### src/rtl/timer_counter_pkg.sv
// Shared definitions for the memory-mapped down-counting timer:
// register offsets, CTRL bit positions, MODE encodings, FSM states
// and the bridge address windows of the two timer instances.
package timer_counter_pkg;

  // Register offsets, selected by Addr[3:2]
  localparam logic [1:0] TC_CTRL   = 2'd0;
  localparam logic [1:0] TC_PRESET = 2'd1;
  localparam logic [1:0] TC_COUNT  = 2'd2;
  localparam logic [1:0] TC_RSVD   = 2'd3;

  // CTRL bit positions
  localparam int unsigned CTRL_EN      = 0;
  localparam int unsigned CTRL_MODE_LO = 1;
  localparam int unsigned CTRL_MODE_HI = 2;
  localparam int unsigned CTRL_IM      = 3;

  // MODE encodings; 1x is reserved and behaves as one-shot
  localparam logic [1:0] MODE_ONESHOT = 2'b00;
  localparam logic [1:0] MODE_AUTO    = 2'b01;

  // FSM states
  typedef enum logic [1:0] {
    TC_IDLE = 2'd0,
    TC_LOAD = 2'd1,
    TC_CNT  = 2'd2,
    TC_INT  = 2'd3
  } tc_state_e;

  // Bridge windows of the two instances
  localparam logic [31:0] TC1_BASE = 32'h0000_7F00;
  localparam logic [31:0] TC1_END  = 32'h0000_7F0B;
  localparam logic [31:0] TC2_BASE = 32'h0000_7F10;
  localparam logic [31:0] TC2_END  = 32'h0000_7F1B;

  // True only for the auto-reload encoding; reserved modes act as one-shot
  function automatic logic mode_is_auto(input logic [1:0] mode);
    return (mode == MODE_AUTO);
  endfunction

endpackage

### src/rtl/timer_counter.sv
// 32-bit down-counting timer responder on a bridge peripheral port.
// CTRL/PRESET are CPU writable, COUNT is read-only; expiry raises IRQ
// when the interrupt mask bit is set.
module timer_counter
  import timer_counter_pkg::*;
(
  input  logic        clk,
  input  logic        reset,
  input  logic [31:2] Addr,
  input  logic        WE,
  input  logic [31:0] Din,
  output logic [31:0] Dout,
  output logic        IRQ
);

  logic [3:0]  ctrl;
  logic [31:0] preset;
  logic [31:0] count;
  logic        irq_flag;
  tc_state_e   state;

  logic [1:0]  reg_sel;
  logic        unused_addr;

  assign reg_sel     = Addr[3:2];
  assign unused_addr = ^Addr[31:4];

  // Register file and countdown FSM; a CPU CTRL write is applied last so it
  // overrides any FSM update to EN or irq_flag on the same edge.
  always_ff @(posedge clk or posedge reset) begin
    if (reset) begin
      ctrl     <= '0;
      preset   <= '0;
      count    <= '0;
      irq_flag <= 1'b0;
      state    <= TC_IDLE;
    end else begin
      // Auto-reload interrupt is a single-cycle pulse
      if (irq_flag && mode_is_auto(ctrl[CTRL_MODE_HI:CTRL_MODE_LO]))
        irq_flag <= 1'b0;

      case (state)
        TC_IDLE: begin
          if (ctrl[CTRL_EN])
            state <= TC_LOAD;
        end
        TC_LOAD: begin
          count <= preset;
          state <= TC_CNT;
        end
        TC_CNT: begin
          if (!ctrl[CTRL_EN])
            state <= TC_IDLE;
          else if (count == '0)
            state <= TC_INT;
          else
            count <= count - 32'd1;
        end
        TC_INT: begin
          state    <= TC_IDLE;
          irq_flag <= 1'b1;
          if (!mode_is_auto(ctrl[CTRL_MODE_HI:CTRL_MODE_LO]))
            ctrl[CTRL_EN] <= 1'b0;
        end
        default: state <= TC_IDLE;
      endcase

      if (WE) begin
        case (reg_sel)
          TC_CTRL: begin
            ctrl     <= Din[3:0];
            irq_flag <= 1'b0;
          end
          TC_PRESET: preset <= Din;
          default: ;
        endcase
      end
    end
  end

  // Zero-latency read mux
  always_comb begin
    Dout = '0;
    case (reg_sel)
      TC_CTRL:   Dout = {28'd0, ctrl};
      TC_PRESET: Dout = preset;
      TC_COUNT:  Dout = count;
      default:   Dout = '0;
    endcase
  end

  // Interrupt request gated by the mask bit
  always_comb begin
    IRQ = ctrl[CTRL_IM] & irq_flag;
  end

endmodule
### config.mk
export PLATFORM = sky130hd
export DESIGN_NAME = timer_counter
export DESIGN_NICKNAME = d
export VERILOG_FILES = /design/src/rtl/timer_counter_pkg.sv /design/src/rtl/timer_counter.sv
export SDC_FILE = /design/constraint.sdc
export NUM_CORES = 1
export LEC_CHECK = 0
export ABC_AREA = 1
export CAP_MARGIN = 20
export CORE_UTILIZATION = 55
export DETAILED_ROUTE_END_ITERATION = 16
export GPL_TIMING_DRIVEN = 0
export PLACE_DENSITY = 0.93
export SYNTH_ARGS = -nofsm -noshare
export SYNTH_HDL_FRONTEND = slang
export SYNTH_SLANG_ARGS = --single-unit
### constraint.sdc
create_clock -name clk -period 7.7 [get_ports clk]
set_input_delay 2.31 -clock clk [delete_from_list [all_inputs] [get_ports clk]]
set_output_delay 2.31 -clock clk [all_outputs]
set_load 0.01 [all_outputs]
## After elaboration in Yosys (flattened, before gate mapping)

Cells that the tools add are included.

- Order comparisons: 0
- Eq/ne operators: 10
- Mux-type cells: 16
- Bitwise logic cells: 1
- Add/subtract/negate cells: 1
- Multiply operators: 0
- Div/mod/pow operators: 0
- Shift operators: 0
- Reductions and logical operators: 9

Operators by type and width:

| cell | count |
|---|---|
| 32-bit one-hot mux with 3 select lines | 1 |
| 32-bit two-way mux | 2 |
| 32-bit one-hot mux with 2 select lines | 1 |
| 32-bit zero test | 1 |
| 32-bit by 1-bit subtractor with 32-bit output (second input constant) | 1 |
| 1-bit two-way mux | 8 |
| 2-bit one-hot mux with 4 select lines | 1 |
| 2-bit by 1-bit == test with 1-bit output (second input constant) | 3 |
| 2-bit == test (second input constant) | 3 |
| 2-bit two-way mux | 3 |
| 2-bit inequality test (second input constant) | 3 |
| 2-bit AND reduction | 3 |
| 2-bit zero test | 2 |
| 3-bit inequality test (second input constant) | 1 |
| 3-bit AND reduction | 1 |
| 2-bit nonzero test | 1 |
| 1-bit AND | 1 |
| 1-bit logical AND | 1 |

- ROM bits: 0
- RAM bits: 0
- Memories kept: 0
- Register bits after elaboration: 71
- Bits in latches: 0
- Input bits: 65

## Logic depth before layout (Yosys ltp)

- Depth in word-level cells: 6
- Depth in mapped cells: 11
- Mapped depth without buffers: 11

## Least setup slack after synthesis

No wires, ideal clock.

- Path type: in2out
- Start: input Addr[2] (netlist name)
- End: output Dout[24]
- Path buffers: 1
- Stages on the path: 5
- Slack: 2.306 ns
- Arrival time: 3.084 ns
- Cell sequence: inv_1 > nor2_1 > inv_1 > clkbuf_1 > o21ai_0

- Word-level cells in the longest chain between the ends: 2
- Elaborated cells on any way between the ends: 4
- Those cells by class: eq/ne: 2; mux: 1; reduce/logical: 1

Ends and longest elaborated chain:

| element | line | text |
|---|---|---|
| start, declared | timer_counter.sv:9 | `input logic [31:2] Addr,` |
| 2-bit == test (tied with other cells) | timer_counter.sv:84 | `case (reg_sel)` |
| 32-bit one-hot mux with 3 select lines (*) | timer_counter.sv:84 |  |
| end, declared | timer_counter.sv:12 | `output logic [31:0] Dout,` |

Mark *: on every way between the ends. The rest lies on a longest branch, timed or not.

## Worst setup path after layout

- Start: input Addr[2] (netlist name)
- End: output Dout[30]

The elaborated chain is that of the path after synthesis.

==> reports/results.ini <==
[status]
status = completed

[yosys]
yosysWarnings = 0
synth_top_area_share_pct = 41.0
syn-instance-count = 646
yosys-top-cells-area = dfrtp_1 (41%), nand2_1 (16%), nor2_1 (8.0%), inv_1 (7.8%), o21ai_0 (4.3%)
yosys.area_share.xor_xnor_pct = 0
ys_types = 28
synth_top_family_by_area = simple AND/OR/NAND/NOR gates
synth_largest_area_cell = dfrtp_1
syn_area_per_cell_sq_um = 6.70
seq_area_frac_synth_pct = 41.0
netlist_area_sq_um = 4330
yosys.area_share.simple_pct = 31.4
synth_compound_area_share_pct = 16.3
syn_nets = 712
synth_seq_cells = 71
synth.area.mux_share_pct = 0.260
synth_fa_ha_area_share_pct = 0.289

[global_routing]
grt_max_degree = 72
grt_overflow = 0
globalRouteTotalUtil_pct = 36.6
antenna_found_initial = 0
grt_pass1_vias = 4697
grt_pass1_wl_mm = 23.3

[min_path]
hold_start = state[1]
hold_class = reg -> reg

[finish]
final_nets = 792
layout-drive-gt1-share_pct = 5.48
antenna_cells = 0
final_cell_mix = nand2_1 (184), nor2_1 (92), inv_1 (89)
layout.cells.non_filler = 829
layout_commonest_cell = nand2_1
areaGrowthSynthToFinish_pct = 24.5
nFillCells = 623
register_area_sq_um = 1780
final_util_pct = 72.4
multi_input_area_sq_um = 2090

[critical_path]
crit_fanout = 10
worstSetupStartpoint = Addr[2]
end_kind = primary output
r2r-start = count[0]
critical_path_class = in -> out
worstPathArrival_ns = 4.47
start_kind = input port
cp.required_ns = 5.39

[pwr]
vdd_drop_max_v = 0.000201
power_density_nw_per_um2 = 356
power.leakage_nw = 2.57

[clock_tree]
cts_resized = 0
cts_root_buf = clkbuf_8
cts_hold_buffers = 0
worstSkewPairLatency_ns = 0.36
cts_buffer_depth = 2
cts_buffers = 9
post-cts-setup-buffers = 0
cts_tree = done
cts-htree-levels = 3
clock-sinks = 71
cts.clk_slew.worst_paths_ns = 0.08

[drt]
antenna_left = 0
drtPass1Iterations = 7
drt_iter0_drc = 301
wirelength_mm = 14.5
post_drt_wl_per_cell_um = 17.5
via_per_inst = 5.77
drc = 0
vias = 4787

[timing]
finalHoldViolCount = 0
worst-slew-pin-transition_ns = 0.904
finalMaxSlewViolations = 0
final-setup-viol-count = 0
fmax_ghz = 0.148
hold_slack_ns = 0.483
fin_crit_sh_pct = 88.0
layout_min_cycle_time_ns = 6.78
fin_setup_tns_ns = 0
slew_headroom_pct = 39.7
rsz0062_at_grt = false
skew_ns = 0.0104

[floorplanning]
fp.dieH_um = 90.7
start_util_pct = 58.1
dieArea_sq_um = 8230
die_width_um = 90.7
row_count = 31
placeableCoreArea_sq_um = 7450
boundaryPins = 98

[run]
drv_cap = 0

[placement]
dp_cells = 814
io_buffer_count = 69
gp_congestion = 0.964
dp_hpwl_mm = 10.4

## synthesized netlist by cell type (all sizes together)
library cell / n
a21boi: 1
a21oi: 34
buf: 7
clkbuf: 17
clkinv: 1
dfrtp: 71
ha: 1
inv: 90
mux2: 1
nand2: 187
nand3: 35
nand4: 6
nor2: 100
nor3: 5
o211ai: 3
o21ai: 57
o221ai: 3
o22ai: 26
o31ai: 1
## routing by layer
| metal | vias up | GRT usage, % | share of wire, % |
|---|---|---|---|
| met5 | - | 0 | 0 |
| li1 | 2221 | - | - |
| met2 | 279 | 59.7 | 46 |
| met3 | 52 | 7.41 | 9.0 |
| met1 | 2235 | 46.3 | 41 |
| met4 | 0 | 17.6 | 3.9 |
## per-stage QoR
| step | total power, W | area (sq um) | setup slack (ns) |
|---|---|---|---|
| global placement | 0.00147 | 5140 | 0.927 |
| global route | 0.00203 | 5390 | 0.816 |
| CTS | 0.00189 | 5390 | 0.957 |
| floorplan | 0.00120 | 4330 | 2.31 |
| detailed placement | 0.00151 | 5150 | 0.966 |
| finish | 0.00192 | 5390 | 0.921 |
## critical path, stage by stage
cell	delay, ns
clkdlybuf4s50_1	0.48
inv_1	0.06
nor2_1	0.25
inv_1	0.11
clkbuf_1	0.36
o22ai_1	0.31
clkdlybuf4s50_1	0.59
## power breakdown
group / internal [W] / switching [W]
clock: 0.000223 / 0.000154
combinational: 0.000320 / 0.000587
sequential: 0.000496 / 0.000138
total: 0.00104 / 0.000879
## registers in the layout (all words and copies together) (netlist names)
| name | count |
|---|---|
| count | 32 |
| preset | 32 |
| ctrl | 4 |
| state | 2 |
| irq_flag | 1 |
## logic make-up after synthesis
| group | count (synthesis) |
|---|---|
| muxes | 1 |
| and+or+nand+nor | 333 |
| adders and majority gates | 1 |
| DFF | 71 |
| AOI/OAI and AO/OA | 125 |
| buffers and inverters | 115 |
## final cells by class
type	instances	share of cell area [%]
inverters	91	6.41
well taps	99	2.30
clock inverters	5	1.97
repair buffers	69	12.8
flip-flops and latches	71	33.0
multi-input cells	460	38.7
plain buffers	24	2.30
clock buffers	10	2.55
## worst paths after layout
path / slack, ns / cells after the start / to
max reg2reg: 5.58 / 9 / count[20]
min: 0.48 / 1 / state[0]
max: 0.92 / 7 / Dout[30]
min reg2reg: 0.48 / 1 / state[0]
max in group asynchronous: 4.61 / 2 / count[14]
min in group asynchronous: 2.50 / 2 / preset[19]
Power figures use the tool's default switching activity.
